--- config.mk ---
export PLATFORM = sky130hd
export DESIGN_NAME = qspinor_io
export DESIGN_NICKNAME = d
export VERILOG_FILES = /design/src/rtl/qspinor_io.sv
export SDC_FILE = /design/constraint.sdc
export NUM_CORES = 1
export LEC_CHECK = 0
export ABC_AREA = 0
export BUFFER_PORTS_ARGS = -buffer_cell sky130_fd_sc_hd__buf_2
export CORE_MARGIN = 2
export CORE_UTILIZATION = 45
export CTS_CLUSTER_DIAMETER = 60
export DETAILED_ROUTE_END_ITERATION = 7
export PLACE_DENSITY_LB_ADDON = 0.05
export SLEW_MARGIN = 20
export SYNTH_ARGS = -nofsm -noshare
export SYNTH_HDL_FRONTEND = slang
export SYNTH_SLANG_ARGS = --single-unit
--- constraint.sdc ---
create_clock -name clk -period 2.1 [get_ports clk]
set_input_delay 0 -clock clk [delete_from_list [all_inputs] [get_ports clk]]
set_output_delay 0 -clock clk [all_outputs]
set_load 0.01 [all_outputs]
--- src/rtl/qspinor_io.sv ---
// Byte-level QSPI NOR lane engine: TX/RX/dummy phases of 2*N clk cycles (N=8/4/2) plus one resp cycle.
// Requests are taken only in IDLE; tx/rx starts are gated by txq_rdy/rxq_rdy, with no stalling mid-operation.
module qspinor_io (
    input  logic       clk,
    input  logic       rst,
    input  logic [1:0] width,
    input  logic       tx_req,
    input  logic       txq_rdy,
    input  logic [7:0] txq_d,
    output logic       tx_resp,
    input  logic       rx_req,
    input  logic       rxq_rdy,
    output logic [7:0] rxq_d,
    output logic       rx_resp,
    input  logic       dmy_req,
    input  logic       dmy_dir,
    input  logic [3:0] dmy_pattern_out,
    output logic       dmy_resp,
    output logic       qspi_sclk,
    output logic [3:0] qspi_dir,
    output logic [3:0] qspi_mosi,
    input  logic [3:0] qspi_miso
);
    typedef enum logic [1:0] {IDLE, TX, RX, DMY} state_t;

    state_t     state;
    logic [1:0] wl;
    logic       dir_l;
    logic [7:0] sreg;
    logic [3:0] cnt;
    logic [1:0] wnorm;

    // wl encoding: 0 = 1-bit, 1 = 2-bit, 2 = 4-bit
    assign wnorm = (width == 2'd3) ? 2'd2 : width;

    function automatic logic [3:0] chunk(input logic [7:0] b, input logic [1:0] w);
        case (w)
            2'd0:    chunk = {3'b000, b[7]};
            2'd1:    chunk = {2'b00, b[7:6]};
            default: chunk = b[7:4];
        endcase
    endfunction

    function automatic logic [7:0] shift_out(input logic [7:0] b, input logic [1:0] w);
        case (w)
            2'd0:    shift_out = {b[6:0], 1'b0};
            2'd1:    shift_out = {b[5:0], 2'b00};
            default: shift_out = {b[3:0], 4'h0};
        endcase
    endfunction

    function automatic logic [7:0] shift_in(input logic [7:0] b, input logic [1:0] w,
                                             input logic [3:0] m);
        case (w)
            2'd0:    shift_in = {b[6:0], m[1]};
            2'd1:    shift_in = {b[5:0], m[1:0]};
            default: shift_in = {b[3:0], m};
        endcase
    endfunction

    function automatic logic [3:0] lane_mask(input logic [1:0] w);
        case (w)
            2'd0:    lane_mask = 4'h1;
            2'd1:    lane_mask = 4'h3;
            default: lane_mask = 4'hF;
        endcase
    endfunction

    // Index of the final sclk-high cycle: 2*N-1
    function automatic logic [3:0] last_cnt(input logic [1:0] w);
        case (w)
            2'd0:    last_cnt = 4'd15;
            2'd1:    last_cnt = 4'd7;
            default: last_cnt = 4'd3;
        endcase
    endfunction

    always_ff @(posedge clk or posedge rst) begin
        if (rst) begin
            state     <= IDLE;
            wl        <= 2'd0;
            dir_l     <= 1'b0;
            sreg      <= 8'h00;
            cnt       <= 4'd0;
            qspi_sclk <= 1'b0;
            qspi_dir  <= 4'h0;
            qspi_mosi <= 4'h0;
            rxq_d     <= 8'h00;
            tx_resp   <= 1'b0;
            rx_resp   <= 1'b0;
            dmy_resp  <= 1'b0;
        end else begin
            case (state)
                IDLE: begin
                    cnt <= 4'd0;
                    wl  <= wnorm;
                    if (tx_req && txq_rdy) begin
                        state     <= TX;
                        sreg      <= txq_d;
                        qspi_dir  <= lane_mask(wnorm);
                        qspi_mosi <= chunk(txq_d, wnorm);
                    end else if (rx_req && rxq_rdy) begin
                        state    <= RX;
                        sreg     <= 8'h00;
                        qspi_dir <= 4'h0;
                    end else if (dmy_req) begin
                        state     <= DMY;
                        dir_l     <= dmy_dir;
                        qspi_dir  <= dmy_dir ? 4'h0 : 4'hF;
                        qspi_mosi <= dmy_dir ? 4'h0 : dmy_pattern_out;
                    end
                end
                default: begin
                    if (tx_resp || rx_resp || dmy_resp) begin
                        tx_resp  <= 1'b0;
                        rx_resp  <= 1'b0;
                        dmy_resp <= 1'b0;
                        state    <= IDLE;
                    end else if (cnt == last_cnt(wl)) begin
                        qspi_sclk <= 1'b0;
                        qspi_dir  <= 4'h0;
                        qspi_mosi <= 4'h0;
                        tx_resp   <= (state == TX);
                        rx_resp   <= (state == RX);
                        dmy_resp  <= (state == DMY);
                        if (state == RX)
                            rxq_d <= sreg;
                    end else begin
                        cnt       <= cnt + 4'd1;
                        qspi_sclk <= ~qspi_sclk;
                        if (!qspi_sclk) begin
                            // This edge raises sclk: the flash data is sampled here
                            if (state == RX)
                                sreg <= shift_in(sreg, wl, qspi_miso);
                        end else if (state == TX) begin
                            sreg      <= shift_out(sreg, wl);
                            qspi_mosi <= chunk(shift_out(sreg, wl), wl);
                        end
                        if (state == DMY)
                            qspi_mosi <= dir_l ? 4'h0 : dmy_pattern_out;
                    end
                end
            endcase
        end
    end
endmodule

==> metrics.md, run 1 <==
| Metric | Value |
|---|---|
| Status | finished clean |
| First-pass DRT Iterations | 4 |
| Initial core utilization | approximately 47% |
| Minimum clock period | between 1.5 and 2 ns |
| R2r worst-path depth | 4 |
| Die Wd | 73.7 µm |
| Seq cells post-synth | 36 |
| Antenna Nets Post-Route | 0 |
| Max-cap violations | 0 |
| Clock sinks | 36 |
| Routed vias | between 1500 and 2000 |
| Skew-Pair Late Insertion Delay | 0.29 ns |
| Setup TNS | 0 ns |
| HPWL after DPL | around 3.8 mm |
| Initial antenna violation count | 0 |
| Fin cells | 326 |
| Core ar. | approximately 4700 µm² |
| Fraction of layout cells with a size suffix above 1 | 32.0% |
| Total global routing overflow | 0 |
| Vias in the first global route | 1666 |
| Most frequent cell after synthesis | dfrtp_1 |
| Via/cell ratio | 5.49 |
| RSZ-0062 raised after global routing | no |
| Synth Instances | roughly 220 |
| Drt wl/cell | 15.7 µm |
| Ports | between 40 and 50 |
| Area growth from synthesis to layout | 22.9% |
| Cell Area, Synth | 2190 µm² |
| Setup violators final | 0 |
| Warnings from Yosys | 0 |
| Antenna diodes | 0 |
| Worst Path Max Fanout | 9 |
| Yosys cell types | 45 |
| Die Y | 73.7 µm |
| Starting DRT DRC Count | 76 |
| Slew Limit Headroom | between 60% and 70% |
| # rows | 25 |
| Worst-case clock skew | 0.00689 ns |
| Inst Count DP | 316 |
| CP required | about 2.3 ns |
| Largest net degree at the start of global routing | 38 |
| Syn Nets | 250 |
| IO buf count | 45 |
| Gpl congestion | 0.757 |
| Hold path cells | 2 |
| Reg2Reg Setup Slack | between 0.1 and 0.15 ns |
| Fmax | a little over 500 MHz |
| Maximum vdd ir drop | 0.000858 V |
| Ys flop type | dfrtp_1 |
| Crit Path Category | flop to flop |
| Post-synth top area share | about 41% |
| HP Class | input port to flop |
| Net count, final | 302 |
| Post-synth EDFFs | 0 |
| CP arrival | 2.15 ns |
| First-pass GRT wire length | 8.32 mm |
| Leading area contributor after synthesis | dfrtp_1 |
| Hold Vio Cnt, Final | 0 |
| H-tree levels | 2 |
| GRT Total Usage | between 20% and 30% |
| Postcts setup bufs | 0 |
| Root buf cell | clkbuf_8 |
| CP Launch Type | flop |
| Pleak | 1.29 nW |
| Clock transition at path regs | 0.07 ns |
| Sequential share of the synthesized area | 41.2% |
| Worst-Margin Slew | 0.477 ns |
| Synth top area cells | dfrtp_1 41%, mux2_4 5.5%, mux2_1 4.6% |
| Total die area | 5440 µm² |
| Final worst path period share | a little over nine tenths |
| CTS Buf Count | 5 |
| CP endpoint kind | flop |
| Clock buffer depth | 2 |
| Syn Area/Cell | 9.99 µm² |
| DRC viols | 0 |
| Power Density | 1530 nW/µm² |
| Post-synth top cells | 36 x dfrtp_1, 17 x nand2_1, 13 x a21oi_1, 13 x o21ai_0, 12 x nor2_1 |
| Pins Over Slew Limit | 0 |
| Final cell utilization of the core | a little under three fifths |
| Aggregate routed wire length | 5.13 mm |
| Async SR Flop Fraction | 100% |
| CTS tree | yes |
==> layer usage <==
layer  global-route usage [%]  vias to the layer above  part of all wire (%)
met4                     6.67                        0                   1.3
met2                     29.4                       45                    42
li1                         -                      891                     -
met5                        0                        -                     0
met3                     3.57                        7                   4.4
met1                     30.9                      847                    52
==> final cells by class <==
| cell class | count | area [µm²] |
|---|---|---|
| multi-input cells | 160 | 1190 |
| repair buffers | 61 | 350 |
| well taps | 54 | 67.6 |
| flip-flops and latches | 36 | 901 |
| clock buffers | 5 | 68.8 |
| inverters | 7 | 26.3 |
| fillers | 428 | 2000 |
| clock inverters | 3 | 90.1 |
==> stage by stage <==
| stage | setup slack (ns) | total power, mW | area (µm²) | hold slack [ns] |
|---|---|---|---|---|
| final | 0.126 | 4.13 | 2690 | 0.0173 |
| after global routing | 0.0348 | 4.44 | 2690 | 0.0253 |
| after CTS | 0.0962 | 4.17 | 2690 | 0.00909 |
| after detailed placement | -0.00783 | 3.30 | 2510 | 0.136 |
| after global placement | 0.0990 | 3.28 | 2510 | 0.130 |
| after floorplan | 0.0735 | 2.71 | 2190 | 0.131 |
==> cell families after synthesis <==
| family | after synthesis | synth area share, % |
|---|---|---|
| fa+ha+maj | 5 | 2.86 |
| mux | 30 | 16.4 |
| xor+xnor | 3 | 1.20 |
| simple gates | 67 | 16.2 |
| buf+inv | 23 | 4.69 |
| compound gates | 55 | 17.5 |
| flops | 36 | 41.2 |
==> cells in the final DEF, fill, tap and decap left out, drive strengths merged, types with 5 or more instances in the layout <==
cell     n
nand3b   5
o21ai   19
ha       5
dfrtp   36
clkbuf   5
nor2    12
mux2    23
o31ai    6
nand3   11
nor2b    5
inv      7
a21oi   13
mux2i    7
buf     59
nand2   17
==> timing repair <==
action | 4_1_cts | 5_1_grt
resized for setup | 1 | 0
pin swaps | 0 | 1
endpoints found under the setup margin | 8 | 5
hold endpoints to repair | 37 | 0
hold buffers | 2 | 0
==> power breakdown <==
| group | internal, mW | switching, mW | total [mW] | leakage, nW |
|---|---|---|---|---|
| clock network | 0.594 | 0.261 | 0.855 | 0.0784 |
| registers | 0.979 | 0.222 | 1.20 | 0.459 |
| logic | 1.00 | 1.07 | 2.07 | 0.749 |
==> registers in the layout, indices dropped and copies added (netlist names) <==
| name | cells |
|---|---|
| cnt | 4 |
| dir_l | 1 |
| dmy_resp | 1 |
| qspi_dir | 3 |
| qspi_mosi | 4 |
| qspi_sclk | 1 |
| rx_resp | 1 |
| rxq_d | 8 |
| sreg | 8 |
| state | 2 |
| tx_resp | 1 |
| wl | 2 |
==> worst max-delay path: stages, from the launching register on <==
cell,delay (ns)
dfrtp_1,0.41
or3_1,0.42
a311oi_2,0.30
and3_2,0.38
mux2_1,0.35
==> worst paths after layout <==
kind,start,endpoint
max,tx_resp,rxq_d[3]
min in group asynchronous,rst,rxq_d[0]
min reg2reg,qspi_dir[0],qspi_dir[0]
min,dmy_dir,dir_l
max in group asynchronous,rst,rxq_d[4]
max reg2reg,tx_resp,rxq_d[3]
Note: power is estimated with default switching activity, not from simulation.
==> run 2, diff against run 1 <==
CORE_UTILIZATION = 30   (was 45)
==> run 2 against run 1 <==
Sequential cell count did not move. Total power down 6.8%. Hold slack improved by 0.012 ns. Critical path depth up 2. Maximum frequency down 0.42%. Sequential power about the same. First-iteration DRC count fell by 20%. Worst setup slack worse by 0.0084 ns. Combinational power is 2% higher.
==> metrics.md, run 2 (same netlist as run 1, synthesis figures left out) <==
| Metric | Value |
|---|---|
| Status | finished clean |
| Setup TNS | 0 ns (unchanged) |
| Clock sinks | 36 (unchanged) |
| Initial core utilization | 30.5% (-16 points) |
| Worst-Margin Slew | 0.481 ns (+0.00394 ns) |
| DRC viols | 0 (unchanged) |
| Hold Vio Cnt, Final | 0 (unchanged) |
| Die Y | 89.4 µm (+21%) |
| Inst Count DP | 363 (+15%) |
| Slew Limit Headroom | 67.9% (-0.26 points) |
| Largest net degree at the start of global routing | 37 (-2.6%) |
| Largest registers | rxq_d: 8 flops, sreg: 8 flops |
| Skew-Pair Late Insertion Delay | 0.29 ns (about the same) |
| Max-cap violations | 0 (unchanged) |
| HP Start | dmy_dir |
| Worst-case clock skew | 0.00525 ns (-0.00165 ns) |
| Pins Over Slew Limit | 0 (unchanged) |
| Clock buffer depth | 2 (unchanged) |
| CP endpoint kind | flop |
| Vias in the first global route | 1759 (+5.6%) |
| Critical path origin | cnt[3] |
| Die Wd | 89.4 µm (+21%) |
| Final worst path period share | 94.4% (+0.40 points) |
| Total die area | 7990 µm² (+47%) |
| Root buf cell | clkbuf_8 |
| Clock transition at path regs | 0.08 ns (about the same) |
| Worst Path Max Fanout | 10 (+1) |
| GRT Total Usage | 15.4% (-5.1 points) |
| Fill cell count | 729 (+70%) |
| # rows | 31 (+24%) |
| Power Density | 1420 nW/µm² (-7.4%) |
| First-pass DRT Iterations | 4 (unchanged) |
| IO buf count | 45 (unchanged) |
| Ports | 46 (unchanged) |
| Commonest non-fill, non-tap cell in the layout | buf_2 |
| Crit Path Category | flop to flop |
| Postcts setup bufs | 0 (unchanged) |
| Fraction of layout cells with a size suffix above 1 | 32.5% (+0.50 points) |
| Multi-input gate area | 1190 µm² (unchanged) |
| Net count, final | 304 (+0.66%) |
| First-pass GRT wire length | 9.21 mm (+11%) |
| Initial antenna violation count | 0 (unchanged) |
| Via/cell ratio | 4.84 (-12%) |
| H-tree levels | 2 (unchanged) |
| Register Area | 901 µm² (unchanged) |
| Pleak | 1.27 nW (-1.1%) |
| Setup violators final | 0 (unchanged) |
| Gpl congestion | 0.746 (-1.4%) |
| Fmax | 504 MHz (-0.42%) |
| Met3 wire len | 175 µm (-23%) |
| Crit Reg-Reg Startpoint | cnt[3] |
| CP required | 2.28 ns (about the same) |
| CP arrival | 2.16 ns (about the same) |
| Area after DPL | 2590 µm² (+3.3%) |
| Area growth from synthesis to layout | 23.7% |
| Fin cells | 373 (+14%) |
| Routed vias | 1804 (+0.78%) |
| Highest Signal Layer | met4 |
| Aggregate routed wire length | 5.69 mm (+11%) |
| Starting DRT DRC Count | 61 (-20%) |
| Final instance area | 2710 µm² (+0.65%) |
| Core ar. | 7180 µm² (+53%) |
| HP Class | input port to flop |
| Total global routing overflow | 0 (unchanged) |
| Most frequent cells in the layout | 45 x buf_2, 36 x dfrtp_1, 17 x nand2_1 |
| Maximum vdd ir drop | 0.000483 V (-44%) |
| Antenna diodes | 0 (unchanged) |
| M1 WL | 2.83 mm (+6.5%) |
| HPWL after DPL | 4.21 mm (+12%) |
| CTS tree | yes |
| Drt wl/cell | 15.3 µm (-3.0%) |
| Antenna Nets Post-Route | 0 (unchanged) |
| Minimum clock period | 1.98 ns (+0.00839 ns) |
| CTS Buf Count | 5 (unchanged) |
| CP Launch Type | flop |
| Met2 wire length | 2.61 mm (+20%) |
| RSZ-0062 raised after global routing | no |
[run 2: final cells by class]
| cell class | instances | area share, % |
|---|---|---|
| Multi-Input combinational cell | 160 | 43.8 |
| Sequential cell | 36 | 33.3 |
| Timing Repair Buffer | 63 | 14.0 |
| Tap cell | 99 | 4.57 |
| Clock buffer | 6 | 3.05 |
| Inverter | 7 | 0.970 |
| Clock inverter | 2 | 0.370 |
[run 2: where the power goes]
part           total, mW  switching (mW)  internal (mW)
clock              0.527           0.265          0.262
sequential          1.20           0.225          0.979
combinational       2.11            1.08           1.03
total               3.85            1.57           2.27
[run 2: path summary, 6_finish.rpt]
kind	to	slack (ns)	depth (start not counted)
setup reg to reg	sreg[7]	0.12	6
min in group asynchronous	rxq_d[6]	0.36	4
setup / recovery	sreg[7]	0.12	6
hold reg to reg	rxq_d[5]	0.48	1
max in group asynchronous	qspi_sclk	1.42	4
hold / removal	dir_l	0.03	2
[run 2: critical path, stage by stage (launching register included)]
cell and delay, ns:
dfrtp_1 0.38, or3b_1 0.42, a31oi_2 0.20, buf_4 0.21
o21ai_2 0.08, o2111ai_4 0.23, mux2_4 0.34
[run 2: repair_timing]
| item | in CTS | in global routing |
|---|---|---|
| endpoints found under the setup margin | 0 | 5 |
| hold buffers | 2 | 0 |
| resized for setup | 0 | 1 |
| endpoints found under the hold margin | 37 | 0 |
[run 2: metal layers]
layer | up-vias | GRT usage (%)
li1 | 896 | -
met1 | 861 | 21.6
met2 | 39 | 23.8
met3 | 8 | 3.05
met4 | 0 | 4.75
met5 | - | 0
[run 2: metrics by stage]
stage | util (%) | hold WS, ns | worst slack (ns) | power, mW
2_1_floorplan | - | 0.131 | 0.0735 | 2.71
3_3_place_gp | 36.1 | 0.153 | 0.101 | 3.38
3_5_place_dp | 36.1 | 0.146 | 0.0985 | 3.35
4_1_cts | 37.7 | 0.0216 | 0.0804 | 3.91
5_1_grt | 37.7 | 0.0319 | 0.00370 | 4.18
6_report | 37.7 | 0.0295 | 0.118 | 3.85
==> run 3, diff against run 2 <==
PLACE_DENSITY = 0.48   (was not set)
PLACE_DENSITY_LB_ADDON = not set   (was 0.05)
==> run 3 against run 2 <==
Clock skew up 0.0094 ns. Non-clock buffer count did not move. Maximum frequency is 2.3% lower. First-iteration DRC count rose by 25%. Total power down 1.5%. Die area stayed put. Via count is 1.3% higher. Sequential cell count stayed put. Final cell count did not move. Critical endpoint is now sreg[1]. Largest power group unchanged.
==> metrics.md, run 3 (same netlist as run 1, synthesis figures left out) <==
| Metric | Value |
|---|---|
| CTS tree | yes |
| Antenna diodes | 0 (unchanged) |
| DRC viols | 0 (unchanged) |
| RSZ-0062 raised after global routing | no |
| Int Pwr | 2.23 mW (-2.0%) |
| Reg2Reg Setup Slack | 0.07 ns (-0.05 ns) |
| H-tree levels | 2 (unchanged) |
| Setup TNS | 0 ns (unchanged) |
| Status | finished clean |
| Core ar. | 7180 µm² (unchanged) |
| Largest net degree at the start of global routing | 37 (unchanged) |
| Ports | 46 (unchanged) |
| Hold Vio Cnt, Final | 0 (unchanged) |
| Fraction of layout cells with a size suffix above 1 | 32.1% (-0.36 points) |
| Max-cap violations | 0 (unchanged) |
| Aggregate routed wire length | 5.55 mm (-2.5%) |
| Worst-case clock skew | 0.0147 ns (+0.00944 ns) |
| HPWL after DPL | 4.14 mm (-1.7%) |
| Power Density | 1400 nW/µm² (-1.3%) |
| First-pass GRT wire length | 9.12 mm (-0.98%) |
| Pins Over Slew Limit | 0 (unchanged) |
| CTS Buf Count | 5 (unchanged) |
| Vias in the first global route | 1779 (+1.1%) |
| Largest registers | rxq_d: 8 flops, sreg: 8 flops |
| Clock sinks | 36 (unchanged) |
| Final worst path period share | 96.6% (+2.2 points) |
| Die Wd | 89.4 µm (unchanged) |
| CP endpoint kind | flop |
| HP Class | input port to flop |
| Area growth from synthesis to layout | 23.4% |
| CP required | 2.28 ns (about the same) |
| Maximum vdd ir drop | 0.000417 V (-14%) |
| Slew Limit Headroom | 67.1% (-0.82 points) |
| Starting DRT DRC Count | 76 (+25%) |
| Net count, final | 304 (unchanged) |
| Gpl congestion | 0.769 (+3.0%) |
| Final instance area | 2700 µm² (-0.23%) |
| Worst-Margin Slew | 0.481 ns (+0.0000433 ns) |
| Postcts setup bufs | 0 (unchanged) |
| Commonest non-fill, non-tap cell in the layout | buf_2 |
| Switch Pwr | 1.56 mW (-0.87%) |
| Clock transition at path regs | 0.09 ns (about the same) |
| IO buf count | 45 (unchanged) |
| Reg power frac | 31.7% (+0.4 points) |
| Via/cell ratio | 4.90 (+1.3%) |
| Root buf cell | clkbuf_8 |
| Area after DPL | 2590 µm² (unchanged) |
| Total die area | 7990 µm² (unchanged) |
| Worst Path Max Fanout | 10 (unchanged) |
| R2r worst-path depth | 6 (unchanged) |
| Clock buffer depth | 2 (unchanged) |
| Drt wl/cell | 14.9 µm (-2.5%) |
| Hold path cells | 2 (unchanged) |
| Setup violators final | 0 (unchanged) |
| Initial core utilization | 30.5% (unchanged) |
| Minimum clock period | 2.03 ns (+0.0470 ns) |
| Pleak | 1.27 nW (-0.17%) |
| # rows | 31 (unchanged) |
| Die Y | 89.4 µm (unchanged) |
| Most frequent cells in the layout | 45 x buf_2, 36 x dfrtp_1, 17 x nand2_1 |
| CP arrival | 2.21 ns (+0.05 ns) |
| Fmax | 493 MHz (-2.3%) |
| Initial antenna violation count | 0 (unchanged) |
| GRT Total Usage | 15.2% (-0.16 points) |
| Skew-Pair Late Insertion Delay | 0.30 ns (about the same) |
| Clock share of power | 13.2% (-0.5 points) |
| Crit Path Category | flop to flop |
| Total global routing overflow | 0 (unchanged) |
| Antenna Nets Post-Route | 0 (unchanged) |
| CP Launch Type | flop |
| Fill cell count | 762 (+4.5%) |
| Routed vias | 1827 (+1.3%) |
| Sw frac | 41.2% (+0.27 points) |
| Combinational share of power | 55.0% (about the same) |
| First-pass DRT Iterations | 4 (unchanged) |
run 3: cell types whose count changed in the layout (fill, tap and decap cells not counted):
cell,before,now
and3_1,2,3
clkbuf_8,6,5
and3_2,1,0
clkinv_4,0,1
run 3: what timing repair did:
item / CTS / global route
hold buffers: 2 / 0
resized for setup: 0 / 0
hold endpoints to repair: 37 / 0
run 3: final cells by class:
type | instances | area (µm²) | area share (%)
Multi-Input combinational cell | 160 | 1180 | 43.9
Sequential cell | 36 | 901 | 33.3
Timing Repair Buffer | 63 | 378 | 14.0
Tap cell | 99 | 124 | 4.59
Clock buffer | 5 | 68.8 | 2.55
Inverter | 7 | 26.3 | 0.973
Clock inverter | 3 | 18.8 | 0.695
run 3: metal layers:
layer  GRT usage, %  routed length, µm  up-vias
met4           4.88                 59        0
met2           24.2               2570       32
met1           20.8               2740      901
met3           2.95                177        4
met5              0                  0        -
li1               -                  -      890
run 3: power groups by stage:
stage	Combinational [mW]	Sequential [mW]	Clock, mW
after CTS	2.11	1.21	0.524
after detailed placement	2.10	1.22	0
after floorplan	1.48	1.22	0
after global placement	2.09	1.22	0
after global routing	2.33	1.25	0.554
final	2.08	1.20	0.501
run 3: per-stage QoR:
step	total power, mW	hold WS (ns)	instances	setup slack, ns	utilization (%)
after detailed placement	3.32	0.143	363	0.0688	36.1
final	3.79	0.0320	373	0.0707	37.6
after floorplan	2.71	0.131	219	0.0735	-
after global routing	4.14	0.0343	373	0.00147	37.6
after CTS	3.84	0.0166	373	0.0678	37.6
after global placement	3.31	0.143	363	0.104	36.1
run 3: worst paths after layout:
kind                             start           end
max reg2reg                      wl[1]       sreg[1]
max in group asynchronous          rst  qspi_mosi[3]
min in group asynchronous          rst       sreg[6]
min                            dmy_dir         dir_l
max                              wl[1]       sreg[1]
min reg2reg                qspi_dir[1]   qspi_dir[1]
run 3: worst max-delay path, stage by stage, from the launching register on:
cell	delay, ns
dfrtp_1	0.41
or3b_1	0.41
a31oi_2	0.22
buf_4	0.21
o21ai_2	0.08
o2111ai_4	0.23
mux2_4	0.34
